**src/rtl/switch_input_fifo_if.sv**
```systemverilog
// Handshake/data bundle between the switch-capture FIFO and its producer/consumer side.
// The master side drives confirm/sw/rd_en/ovf_clr; the slave (FIFO) drives the status and head data.
interface switch_input_fifo_if #(
  parameter int DATA_W = 16,
  parameter int CNT_W  = 3
);
  logic              confirm;
  logic [DATA_W-1:0] sw;
  logic              rd_en;
  logic              ovf_clr;
  logic [DATA_W-1:0] rd_data;
  logic              valid;
  logic              full;
  logic [CNT_W-1:0]  count;
  logic              overflow;

  modport master (
    output confirm, sw, rd_en, ovf_clr,
    input  rd_data, valid, full, count, overflow
  );

  modport slave (
    input  confirm, sw, rd_en, ovf_clr,
    output rd_data, valid, full, count, overflow
  );
endinterface

```
**src/rtl/switch_input_fifo.sv**
```systemverilog
// Captures synchronised switch values on each confirm-key rising edge into a small
// first-word-fall-through FIFO that the CPU drains through its MMIO load path.
module switch_input_fifo #(
  parameter int DATA_W = 16,
  parameter int DEPTH  = 4,
  parameter int CNT_W  = $clog2(DEPTH) + 1
) (
  input  logic                clk,
  input  logic                rstn,
  switch_input_fifo_if.slave  fifo_if
);
  localparam int PTR_W = $clog2(DEPTH);

  logic              c1_q, c2_q, c3_q;
  logic [DATA_W-1:0] s1_q, s2_q;
  logic [DATA_W-1:0] mem_q [DEPTH];
  logic [PTR_W-1:0]  wr_ptr_q, wr_ptr_d;
  logic [PTR_W-1:0]  rd_ptr_q, rd_ptr_d;
  logic [CNT_W-1:0]  count_q, count_d;
  logic              ovf_q, ovf_d;

  logic push, valid, full, do_pop, do_push;

  always_comb begin
    push     = c2_q & ~c3_q;
    valid    = (count_q != '0);
    full     = (count_q == CNT_W'(DEPTH));
    do_pop   = fifo_if.rd_en & valid;
    // A pop in the same cycle frees the slot, so a push onto a full FIFO still lands.
    do_push  = push & (~full | do_pop);
    wr_ptr_d = do_push ? wr_ptr_q + PTR_W'(1) : wr_ptr_q;
    rd_ptr_d = do_pop  ? rd_ptr_q + PTR_W'(1) : rd_ptr_q;
    count_d  = count_q + CNT_W'(do_push) - CNT_W'(do_pop);
    ovf_d    = ovf_q;
    if (push & ~do_push)
      ovf_d = 1'b1;
    else if (fifo_if.ovf_clr)
      ovf_d = 1'b0;
  end

  always_ff @(posedge clk or negedge rstn) begin
    if (!rstn) begin
      c1_q     <= 1'b0;
      c2_q     <= 1'b0;
      c3_q     <= 1'b0;
      s1_q     <= '0;
      s2_q     <= '0;
      wr_ptr_q <= '0;
      rd_ptr_q <= '0;
      count_q  <= '0;
      ovf_q    <= 1'b0;
    end else begin
      c1_q     <= fifo_if.confirm;
      c2_q     <= c1_q;
      c3_q     <= c2_q;
      s1_q     <= fifo_if.sw;
      s2_q     <= s1_q;
      wr_ptr_q <= wr_ptr_d;
      rd_ptr_q <= rd_ptr_d;
      count_q  <= count_d;
      ovf_q    <= ovf_d;
    end
  end

  // Storage carries no reset; the count alone decides what is valid.
  always_ff @(posedge clk) begin
    if (do_push)
      mem_q[wr_ptr_q] <= s2_q;
  end

  assign fifo_if.rd_data  = valid ? mem_q[rd_ptr_q] : '0;
  assign fifo_if.valid    = valid;
  assign fifo_if.full     = full;
  assign fifo_if.count    = count_q;
  assign fifo_if.overflow = ovf_q;
endmodule

```
**src/flat_wrapper.sv**
```systemverilog
// flat-port wrapper written by rule: the top's interface ports become plain ports
module switch_input_fifo_flat 
#(
  parameter int DATA_W = 16,
  parameter int DEPTH  = 4,
  parameter int CNT_W  = $clog2(DEPTH) + 1
)
  (clk, rstn, fifo_if_confirm, fifo_if_sw, fifo_if_rd_en, fifo_if_ovf_clr, fifo_if_rd_data, fifo_if_valid, fifo_if_full, fifo_if_count, fifo_if_overflow);
  switch_input_fifo_if #(.DATA_W(DATA_W), .CNT_W(CNT_W)) fifo_if_i ();
  input  logic clk;
  input  logic rstn;
  input wire logic [$bits(fifo_if_i.confirm)-1:0] fifo_if_confirm;
  input wire logic [$bits(fifo_if_i.sw)-1:0] fifo_if_sw;
  input wire logic [$bits(fifo_if_i.rd_en)-1:0] fifo_if_rd_en;
  input wire logic [$bits(fifo_if_i.ovf_clr)-1:0] fifo_if_ovf_clr;
  output wire logic [$bits(fifo_if_i.rd_data)-1:0] fifo_if_rd_data;
  output wire logic [$bits(fifo_if_i.valid)-1:0] fifo_if_valid;
  output wire logic [$bits(fifo_if_i.full)-1:0] fifo_if_full;
  output wire logic [$bits(fifo_if_i.count)-1:0] fifo_if_count;
  output wire logic [$bits(fifo_if_i.overflow)-1:0] fifo_if_overflow;
  assign fifo_if_i.confirm = fifo_if_confirm;
  assign fifo_if_i.sw = fifo_if_sw;
  assign fifo_if_i.rd_en = fifo_if_rd_en;
  assign fifo_if_i.ovf_clr = fifo_if_ovf_clr;
  assign fifo_if_rd_data = fifo_if_i.rd_data;
  assign fifo_if_valid = fifo_if_i.valid;
  assign fifo_if_full = fifo_if_i.full;
  assign fifo_if_count = fifo_if_i.count;
  assign fifo_if_overflow = fifo_if_i.overflow;
  switch_input_fifo #(.DATA_W(DATA_W), .DEPTH(DEPTH), .CNT_W(CNT_W)) u_core (.clk(clk), .rstn(rstn), .fifo_if(fifo_if_i));
endmodule
```
**config.mk**
```make
export PLATFORM = sky130hd
export DESIGN_NAME = switch_input_fifo_flat
export DESIGN_NICKNAME = d
export VERILOG_FILES = /design/src/rtl/switch_input_fifo_if.sv /design/src/rtl/switch_input_fifo.sv /design/src/flat_wrapper.sv
export SDC_FILE = /design/constraint.sdc
export NUM_CORES = 1
export LEC_CHECK = 0
export BUFFER_PORTS_ARGS = -buffer_cell sky130_fd_sc_hd__clkbuf_2
export CAP_MARGIN = 30
export CELL_PAD_IN_SITES_DETAIL_PLACEMENT = 0
export CELL_PAD_IN_SITES_GLOBAL_PLACEMENT = 1
export CORE_ASPECT_RATIO = 0.9
export CORE_MARGIN = 2
export CORE_UTILIZATION = 34
export CTS_CLUSTER_DIAMETER = 200
export DETAILED_ROUTE_END_ITERATION = 8
export HOLD_SLACK_MARGIN = 0.06
export PLACE_DENSITY_LB_ADDON = 0.1
export SYNTH_ARGS = -nofsm -noshare
export SYNTH_HDL_FRONTEND = slang
export SYNTH_SLANG_ARGS = --single-unit
```
**constraint.sdc**
```tcl
create_clock -name clk -period 2.6 [get_ports clk]
set_input_delay 0.13 -clock clk [delete_from_list [all_inputs] [get_ports clk]]
set_output_delay 0.13 -clock clk [all_outputs]
set_load 0.1 [all_outputs]
```
# ---- Word level (Yosys, flattened, before mapping)
# Memory sizes are Yosys's and may differ from the RTL's.
# Index checks and enable logic that the tools add are counted.
# Widths: inputs -> output; s select.
dict set report totals {
  register_bits 43
  mem_bits_rw 64
  input_bits 21
  out_inout_bits 22
  memories 1
}
dict set report op_classes {
  add_sub_neg 4
  eq_ne 1
  n_mux 5
  bitwise 8
  reduce_logical 2
}
# name depth width rd rd_ports_with_merged_regs wr line
set mem_list {}
lappend mem_list {u_core.mem_q 4 16 1 0 1 switch_input_fifo.sv:16} ;# logic [DATA_W-1:0] mem_q [DEPTH];
# op count
set ops {}
lappend ops {{$mux 16} 1}
lappend ops {{$add 2x1->2 const B} 2}
lappend ops {{$and 1x1->1} 4}
lappend ops {{$mux 1} 4}
lappend ops {{$add 3x1->3} 1}
lappend ops {{$eq 3x3->1 const B} 1}
lappend ops {{$not 1->1} 3}
lappend ops {{$reduce_bool 3->1} 1}
lappend ops {{$sub 3x1->3} 1}
lappend ops {{$reduce_bool 2->1} 1}
lappend ops {{$or 1x1->1} 1}

# ---- Logic depth before layout (Yosys ltp)
# Gate-level depths: netlist of run 1.
dict set report depth {
  ltp_word 7
  ltp_mapped 10
  ltp_nobuf 9
}

# ---- Worst setup path after synthesis of run 1
# Ideal clock, no wire load.
dict set report synth_timing {
  path_kind {register to register}
  from {register u_core.count_q[2] (netlist: u_core.fifo_if.count[2])}
  to {register u_core.count_q[2] (netlist: u_core.fifo_if.count[2])}
  setup_time_ns 0.159
  arrival_time_ns 3.360
  t_required_ns 2.441
  setup_slack_ns -0.918
  path_stages_with_launch 8
  period_less_slack_ns 3.518
  path_cell_list {dfrtp_1 nor3b_2 a21oi_2 ha_1 inv_1 fa_1 xnor2_1 xnor2_1}
}
dict set report synth_via {
  elab_chain_len 6
}
# element line
set synth_lines {}
lappend synth_lines {{from (decl)} switch_input_fifo.sv:19} ;# logic [CNT_W-1:0] count_q, count_d;
lappend synth_lines {{from (signal assigned)} switch_input_fifo.sv:60} ;# count_q <= count_d;
lappend synth_lines {{$eq 3x3->1} switch_input_fifo.sv:27} ;# full = (count_q == CNT_W'(DEPTH));
lappend synth_lines {{net fifo_if_full} flat_wrapper.sv:18} ;# output wire logic [$bits(fifo_if_i.full)-1:0] fifo_if_full;
lappend synth_lines {{$not 1->1} switch_input_fifo.sv:30} ;# do_push = push & (~full | do_pop);
lappend synth_lines {{$or 1x1->1} switch_input_fifo.sv:30}
lappend synth_lines {{$and 1x1->1} switch_input_fifo.sv:30}
lappend synth_lines {{net u_core.do_push} switch_input_fifo.sv:22} ;# logic push, valid, full, do_pop, do_push;
lappend synth_lines {{$add 3x1->3} switch_input_fifo.sv:33} ;# count_d = count_q + CNT_W'(do_push) - CNT_W'(do_pop);
lappend synth_lines {{$sub 3x1->3} switch_input_fifo.sv:33}
lappend synth_lines {{net u_core.count_d[2]} switch_input_fifo.sv:19}
# The timed path passes the listed nets, and every way through them passes these cells.
# A chain may end at the register's enable or synchronous reset.

# ---- Worst setup path after layout of run 1
dict set report layout_timing {
  from {register u_core.count_q[1] (netlist: u_core.fifo_if.count[1])}
  to {register u_core.count_q[2] (netlist: u_core.fifo_if.count[2])}
}
dict set report layout_via {
  elab_chain_len 6
}
# element line
set layout_lines {}
lappend layout_lines {{$reduce_bool 3->1 *} switch_input_fifo.sv:26} ;# valid = (count_q != '0);
lappend layout_lines {{$and 1x1->1 *} switch_input_fifo.sv:28} ;# do_pop = fifo_if.rd_en & valid;
lappend layout_lines {{net u_core.do_pop} switch_input_fifo.sv:22}
lappend layout_lines {{$or 1x1->1} switch_input_fifo.sv:30}
lappend layout_lines {{$and 1x1->1} switch_input_fifo.sv:30}
lappend layout_lines {{$add 3x1->3} switch_input_fifo.sv:33}
lappend layout_lines {{$sub 3x1->3 *} switch_input_fifo.sv:33}
lappend layout_lines {{net u_core.count_d[2]} switch_input_fifo.sv:19}
# Mark *: on every way through the listed nets, which the timed path passes. The rest lies on a longest branch.

==> impl_results.md, run 1 <==
- Status: complete, no violations
- CP startpoint kind: register
- Worst reg2reg setup slack: 220 ps
- Number of max-cap violations: 0
- Clock buffer depth: 2
- Fraction of registers with async set/reset: 40.2%
- Layout cells sized above 1: 31.1%
- Synth cell types: 22
- # DRC: 0
- Post-CTS sizing: 0
- Max stage delay on crit path: 520 ps
- Met2 GRT Util: 20.0%
- Mean number of vias per cell: 4.29
- Slowest CP cell: dfrtp_4
- RSZ-0062 raised after global routing: no
- Post-place instance area: 4240 sq um
- Die ar.: 12,000 sq um
- HP Start: fifo_if_rd_en
- # rows: 36
- Slew headroom: 48.6%
- HP Class: input pin to register
- Critical path capture point type: register
- Worst r2r path cells: 9
- Syn_nets: 206
- Cell taking the most area after synthesis: edfxtp_1
- GR Util met3: 3.03%
- Setup TNS: 0 ps
- Gpl congestion: 0.656
- Final ANT Viol Nets: 0
- CP cell instances: or3_1 -> and2_1 -> ha_1 -> inv_1 -> ha_2 -> inv_1 -> fa_1 -> xnor2_1 -> xnor2_1
- Arrival time worst endpoint: 2640 ps
- Drt wl/cell: 15.5 microns
- FMAX: 420 MHz
- Setup violators final: 0
- Worst-margin pin slew: 770 ps
- Count of final max-slew check failures: 0
- NumNets Final: 280
- Vias in the first global route: 1,946
- Root buf cell: clkbuf_16
- Yosys top cell area share: 50.6%
- N_diodes: 0
- Synthesized cell area: 3800 sq um
- H-tree Lvls: 3
- Syn Inst Count: 178
- CTS tree: done
- GR peak layer: met2
- Crit-path leading delay family: adder cells
- Non-filler instance count after layout: 409
- GR Overflow Total: 0
- Dpl hpwl: 4020 microns
- Final worst path period need: 2380 ps
- WP data required: 2850 ps
- Cell count after placement: 374
- Iter 0 DRT Violations: 52
- EDFF count, synth: 64
- Fin crit share: 91.6%
- GR Util met1: 14.7%
- Top-count cell post-synth: edfxtp_1
- R2R Path End: u_core.fifo_if.count[2]$_DFF_PN0_
- Ports: 43
- First-pass GRT wire length: 10,500 microns
- I/O Buffers: 42
- Die width: 115 microns
- Critical path class: register to register
- Largest net degree at the start of global routing: 30
- Initial antenna violation count: 0
- Crit-path max FO: 5
- Syn. warnings: 0
- Clk slew on worst S/H paths: 70 ps
- Vias: 1,755
- Drt total wl: 6320 microns
- Most used DFF post-synth: edfxtp_1
- Worst skew pair latency: 340 ps
- Die Span Y: 104 microns
- Core region area: 10,900 sq um
- Reg2reg start: u_core.fifo_if.count[1]$_DFF_PN0_
- Yosys reg bits: 107
- Hold path depth: 3
- Area grow syn2layout: 24.2%
- Pre-antenna DRT Iters: 4
- GRT Util Overall: 11.9%
- Largest cells by area after synthesis: edfxtp_1, dfrtp_1, mux4_1
- Clock Sinks: 107
- Most instantiated cells after synthesis: edfxtp_1, dfrtp_1, and2_1
- Seq/Total Area, Yosys: 78.9%
- Syn Area/Cell: 21.4 sq um
- Hold Vio Cnt, Final: 0
- Hold Path End: u_core.rd_ptr_q[1]$_DFFE_PN0P_
- TritonCTS Buffers: 9
- Worst Skew: 7.24 ps
- Buf+Inv Stages, Crit Path: 2
- Initial Utilization: 35.0%
- Final instance area: 4720 sq um
## tightest hold or removal path, cell delays in order
cell and delay, ps:
clkbuf_2 110, nand3_1 90, xnor2_1 60
## how the worst max path moves through the flow
stage	startpoint	end	cells past startpoint
global route	u_core.fifo_if.count[1]$_DFF_PN0_	u_core.fifo_if.count[2]$_DFF_PN0_	9
CTS	u_core.fifo_if.count[1]$_DFF_PN0_	u_core.fifo_if.count[2]$_DFF_PN0_	9
global placement	u_core.fifo_if.count[1]$_DFF_PN0_	u_core.fifo_if.count[2]$_DFF_PN0_	9
floorplan	u_core.fifo_if.count[2]$_DFF_PN0_	u_core.fifo_if.count[2]$_DFF_PN0_	10
detailed placement	u_core.fifo_if.count[1]$_DFF_PN0_	u_core.fifo_if.count[2]$_DFF_PN0_	9
finish	u_core.fifo_if.count[1]$_DFF_PN0_	u_core.fifo_if.count[2]$_DFF_PN0_	9
## area by class of cell
cell class | instances | area (sq um)
Sequential cell | 107 | 3010
Multi-Input combinational cell | 57 | 732
Timing Repair Buffer | 69 | 473
Tap cell | 152 | 190
Clock inverter | 7 | 60.1
Clock buffer | 9 | 225
Inverter | 8 | 30.0
Fill cell | 970 | 6140
## cells by family after synthesis
kind of cell | count (synthesis) | synth area share [%]
AO/OA/AOI/OAI | 2 | 0.362
XOR/XNOR | 5 | 1.15
adder cells (fa/ha/maj) | 7 | 2.50
buffers and inverters | 14 | 2.11
flip-flops | 107 | 78.9
multiplexers | 17 | 10.6
AND/OR/NAND/NOR | 26 | 4.44
## sequential cells by signal (all words and copies together) (netlist names)
signal                   count
u_core.c2_q                  1
u_core.fifo_if.count         3
u_core.s1_q                 16
u_core.c1_q                  1
u_core.s2_q                 16
u_core.fifo_if.overflow      1
u_core.wr_ptr_q              2
u_core.c3_q                  1
u_core.rd_ptr_q              2
u_core.mem_q                64
## cells in the final DEF (no fill, tap or decap), types with 2 or more instances in the layout
cell type / Yosys / final
xnor2_1: 4 / 4
inv_1: 8 / 8
dfrtp_4: 0 / 3
inv_8: 0 / 2
ha_1: 6 / 5
dlygate4sd3_1: 0 / 19
clkbuf_2: 0 / 42
buf_4: 0 / 7
clkbuf_16: 0 / 9
clkinvlp_4: 0 / 2
edfxtp_1: 64 / 64
mux4_1: 8 / 8
mux4_2: 8 / 8
and2_1: 21 / 21
dfrtp_1: 43 / 40
## layer usage
metal,vias up,routed length [microns]
met1,905,2670
met5,-,0
met4,0,57
met3,5,233
li1,809,-
met2,36,3360
## repair_timing
action	in CTS	in global routing
hold buffers	19	0
buffers inserted	0	0
hold endpoints to repair	46	0
## metrics by stage
| step | hold WS (ps) | utilization [%] | setup WS [ps] |
|---|---|---|---|
| after global placement | 229 | 39.1 | 292 |
| after CTS | 80.4 | 43.5 | 198 |
| after global routing | 134 | 43.5 | 36.5 |
| after detailed placement | 240 | 39.1 | 226 |
| after floorplan | -166 | - | -9.42 |
| final | 95.3 | 43.5 | 217 |
Power of run 1 is not shown: default switching activity piles up to over one toggle a cycle in this logic, so the estimate is an artifact.
==> run 2, diff against run 1 <==
--- a/config.mk
+++ b/config.mk
@@ -12,6 +12,7 @@
 export CORE_ASPECT_RATIO = 0.9
 export CORE_MARGIN = 2
 export CORE_UTILIZATION = 34
+export CTS_BUF_LIST = sky130_fd_sc_hd__clkbuf_8
 export CTS_CLUSTER_DIAMETER = 200
 export DETAILED_ROUTE_END_ITERATION = 8
 export HOLD_SLACK_MARGIN = 0.06
==> run 2 against run 1 <==
Register-to-register slack hardly changed. Clock skew is 5.2 ps higher. Core utilization is 0.84 points lower. Flip-flop and latch count stayed put. Via count hardly changed. Hold slack better by 260 ps. Sequential share of layout area is 1.3 points higher. Critical path depth stayed put. Maximum frequency is 0.18% lower. First-iteration DRC count is 1.9% higher. Critical endpoint unchanged.
==> impl_results.md, run 2 (synthesized netlist as in run 1, its figures left out) <==
- Vias in the first global route: 1,964
- H-tree Lvls: 3
- # rows: 36
- N_diodes: 0
- Final worst path period need: 2390 ps
- Critical path class: register to register
- Largest net degree at the start of global routing: 30
- Worst Skew: 12.5 ps
- GR Overflow Total: 0
- Arrival time worst endpoint: 2660 ps
- CP cell instances: or3_1 -> and2_1 -> ha_1 -> inv_1 -> ha_2 -> inv_1 -> fa_1 -> xnor2_1 -> xnor2_1
- Non-filler instance count after layout: 410
- Most flop-heavy register: u_core.mem_q
- Hold Vio Cnt, Final: 0
- # DRC: 0
- GRT Util Overall: 11.9%
- Layout cells sized above 1: 31.0%
- I/O Buffers: 42
- WP data required: 2880 ps
- Area grow syn2layout: 21.8%
- Initial Utilization: 35.0%
- Die ar.: 12,000 sq um
- Pre-antenna DRT Iters: 4
- CTS tree: done
- Final instance area: 4630 sq um
- Worst-margin pin slew: 763 ps
- Ports: 43
- Critical path capture point type: register
- Status: complete, no violations
- Slew headroom: 49.1%
- Slowest CP cell: dfrtp_4
- Dpl hpwl: 4020 microns
- Root buf cell: clkbuf_8
- Clock Sinks: 107
- Commonest non-fill, non-tap cell in the layout: edfxtp_1
- Core region area: 10,900 sq um
- Fin crit share: 91.8%
- Post-CTS Setup Bufs: 0
- Initial antenna violation count: 0
- Die Span Y: 104 microns
- Most frequent cells in the layout: edfxtp_1, clkbuf_2, dfrtp_1
- Cell count after placement: 374
- Final ANT Viol Nets: 0
- Crit-path max FO: 5
- Vias: 1,754
- Iter 0 DRT Violations: 53
- HP Class: register to register
- FMAX: 419 MHz
- Drt wl/cell: 15.5 microns
- Drt total wl: 6360 microns
- Post-place instance area: 4240 sq um
- Worst skew pair latency: 360 ps
- Largest registers: u_core.mem_q x64, u_core.s1_q x16, u_core.s2_q x16
- Core Util, Final: 42.6%
- First-pass GRT wire length: 10,600 microns
- Setup violators final: 0
- NumNets Final: 281
- Minimum hold slack: 351 ps
- CP startpoint kind: register
- Count of final max-slew check failures: 0
- Number of max-cap violations: 0
- Die width: 115 microns
- Gpl congestion: 0.656
- Clk slew on worst S/H paths: 100 ps
- Max reg flops: 64
- Mean number of vias per cell: 4.28
- TritonCTS Buffers: 9
- Max stage delay on crit path: 530 ps
- Clock buffer depth: 2
- RSZ-0062 raised after global routing: no
## run 2: worst max-delay path: cells and delay by family (launching register included)
kind          cells  cell delay (ps)
buf+inv           2              100
flops             1              530
fa+ha+maj         3              800
xor+xnor          2              310
simple gates      2              580
## run 2: repair_timing
action                                 CTS  global route
endpoints found under the hold margin   47             0
hold buffers                            20             0
resized for setup                        0             0
## run 2: final timing paths
kind	endpoint	cells past startpoint	slack, ps	from
max in group asynchronous	u_core.s2_q[15]$_DFF_PN0_	3	1530	rstn
min in group asynchronous	u_core.s2_q[7]$_DFF_PN0_	2	370	rstn
worst max-delay path	u_core.fifo_if.count[2]$_DFF_PN0_	9	210	u_core.fifo_if.count[1]$_DFF_PN0_
worst min register to register	u_core.s2_q[8]$_DFF_PN0_	0	350	u_core.s1_q[8]$_DFF_PN0_
worst min-delay path	u_core.s2_q[8]$_DFF_PN0_	0	350	u_core.s1_q[8]$_DFF_PN0_
worst max register to register	u_core.fifo_if.count[2]$_DFF_PN0_	9	210	u_core.fifo_if.count[1]$_DFF_PN0_
## run 2: per-stage QoR
| stage | worst slack (ps) | TNS (ps) |
|---|---|---|
| floorplan | -9.42 | -9.42 |
| detailed placement | 226 | 0 |
| finish | 213 | 0 |
| global placement | 292 | 0 |
| CTS | 185 | 0 |
| global route | 34.5 | 0 |
## run 2: routing by layer
| metal | routed length [microns] | up-vias | GRT usage, % |
|---|---|---|---|
| met1 | 2690 | 901 | 14.7 |
| met4 | 75 | 0 | 4.65 |
| met3 | 230 | 6 | 2.86 |
| met5 | 0 | - | 0 |
| li1 | - | 811 | - |
| met2 | 3360 | 36 | 20.1 |
## run 2: final cells by class
cell class              count  area (sq um)
clock inverters             7          60.1
fillers                   973          6230
flip-flops and latches    107          3010
well taps                 152           190
repair buffers             70           483
inverters                   8          30.0
multi-input cells          57           732
clock buffers               9           124
Power of run 2 is left out for the same reason.
==> run 3, diff against run 2 <==
--- a/config.mk
+++ b/config.mk
@@ -6,7 +6,7 @@
 export NUM_CORES = 1
 export LEC_CHECK = 0
 export BUFFER_PORTS_ARGS = -buffer_cell sky130_fd_sc_hd__clkbuf_2
-export CAP_MARGIN = 30
+export CAP_MARGIN = 0
 export CELL_PAD_IN_SITES_DETAIL_PLACEMENT = 0
 export CELL_PAD_IN_SITES_GLOBAL_PLACEMENT = 1
 export CORE_ASPECT_RATIO = 0.9
==> constraint.sdc (replaced) <==
create_clock -name clk -period 3.08 [get_ports clk]
set_input_delay 0.154 -clock clk [delete_from_list [all_inputs] [get_ports clk]]
set_output_delay 0.154 -clock clk [all_outputs]
set_load 0.1 [all_outputs]
==> run 3 against run 2 <==
Clock skew is 3.3 ps lower. Wire length is 3.8% lower. Final cell count is 0.24% lower. Cell area is 0.27% higher. Clock-buffer cell count stayed put. Critical path depth is 5 lower. Register-to-register slack better by 530 ps. Flip-flop and latch count stayed put.
==> impl_results.md, run 3 (synthesized netlist as in run 1, its figures left out) <==
- Worst skew pair latency: 360 ps
- H-tree Lvls: 3
- CP startpoint kind: register
- Mean number of vias per cell: 4.23
- Fillers: 980
- CTS tree: done
- Final ANT Viol Nets: 0
- Footprint of the multi-input gates: 729 sq um
- Largest registers: u_core.mem_q x64, u_core.s1_q x16, u_core.s2_q x16
- Fin crit share: 84.9%
- Worst r2r path cells: 9
- Core region area: 10,900 sq um
- Worst-margin pin slew: 832 ps
- Worst reg2reg setup slack: 740 ps
- Post-place instance area: 4220 sq um
- Layout cells sized above 1: 29.6%
- Commonest non-fill, non-tap cell in the layout: edfxtp_1
- Most frequent cells in the layout: edfxtp_1, dfrtp_1, clkbuf_2
- Die ar.: 12,000 sq um
- Clock buffer depth: 2
- Iter 0 DRT Violations: 72
- Initial antenna violation count: 0
- Number of max-cap violations: 0
- Final instance area: 4640 sq um
- Minimum hold slack: 84.6 ps
- FMAX: 382 MHz
- Crit-path max FO: 13
- WP data required: 2930 ps
- Initial Utilization: 35.0%
- Final worst path period need: 2610 ps
- # DRC: 0
- Max reg flops: 64
- Setup violators final: 0
- First-pass GRT wire length: 10,000 microns
- GR Overflow Total: 0
- Largest net degree at the start of global routing: 26
- Arrival time worst endpoint: 2460 ps
- NumNets Final: 280
- Ports: 43
- Storage cell area: 3000 sq um
- Post-CTS sizing: 0
- HP Class: input pin to register
- Clk slew on worst S/H paths: 90 ps
- Area grow syn2layout: 22.1%
- Vias in the first global route: 1,925
- Setup TNS: 0 ps
- GRT Util Overall: 11.4%
- I/O Buffers: 42
- Vias: 1,732
- Slew headroom: 44.5%
- Critical path class: register to output pin
- TritonCTS Buffers: 9
- Drt wl/cell: 15.0 microns
- Critical path capture point type: output pin
- RSZ-0062 raised after global routing: no
- Pre-antenna DRT Iters: 4
- Dpl hpwl: 3870 microns
- Count of final max-slew check failures: 0
- Worst Skew: 9.18 ps
- Drt total wl: 6120 microns
- Post-CTS Setup Bufs: 0
- Most flop-heavy register: u_core.mem_q
- Hold Vio Cnt, Final: 0
- Hold path depth: 3
- Die Span Y: 104 microns
- Root buf cell: clkbuf_8
- Status: complete, no violations
- Gpl congestion: 0.711
- Die width: 115 microns
- Clock Sinks: 107
- N_diodes: 0
- # rows: 36
## run 3: cell count changes in the layout (fill, tap and decap cells not counted), moves of 2 or more
cell,before,now
dfrtp_4,3,0
clkinv_4,1,3
clkinvlp_4,2,0
dfrtp_1,40,43
bufinv_16,0,2
## run 3: what timing repair did
action | 4_1_cts | 5_1_grt
hold buffers | 19 | 0
setup endpoints to repair | 0 | 0
hold endpoints to repair | 36 | 0
## run 3: worst max-delay path: stages, from the launching register on
cell and delay (ps):
dfrtp_1 790, buf_4 300, mux4_2 500, and2_1 160, clkbuf_2 360
## run 3: worst paths after layout
| check | startpoint | endpoint |
|---|---|---|
| max | u_core.rd_ptr_q[0]$_DFFE_PN0P_ | fifo_if_rd_data[7] |
| min | fifo_if_rd_en | u_core.rd_ptr_q[1]$_DFFE_PN0P_ |
| min in group asynchronous | rstn | u_core.s2_q[9]$_DFF_PN0_ |
| max reg2reg | u_core.fifo_if.count[1]$_DFF_PN0_ | u_core.fifo_if.count[2]$_DFF_PN0_ |
| min reg2reg | u_core.s1_q[9]$_DFF_PN0_ | u_core.s2_q[9]$_DFF_PN0_ |
| max in group asynchronous | rstn | u_core.s1_q[12]$_DFF_PN0_ |
## run 3: metrics by stage
stage	std cells	util [%]	setup WS, ps
after floorplan	178	-	24.8
after global placement	374	38.9	795
after detailed placement	374	38.9	745
after CTS	409	42.8	350
after global routing	409	42.8	285
final	409	42.8	465
## run 3: layer usage
metal	GRT usage [%]	share of wire, %	vias up
li1	-	-	805
met1	13.6	41	886
met2	19.3	53	32
met3	3.32	3.9	9
met4	4.39	1.6	0
met5	0	0	-
## run 3: final cells by class
type	count	area share, %
timing repair buffer	69	9.92
clock buffer	9	2.67
clock inverter	7	2.35
tap	152	4.10
inverter	8	0.647
multi-input combinational	57	15.7
sequential	107	64.6
Power of run 3 is left out for the same reason.
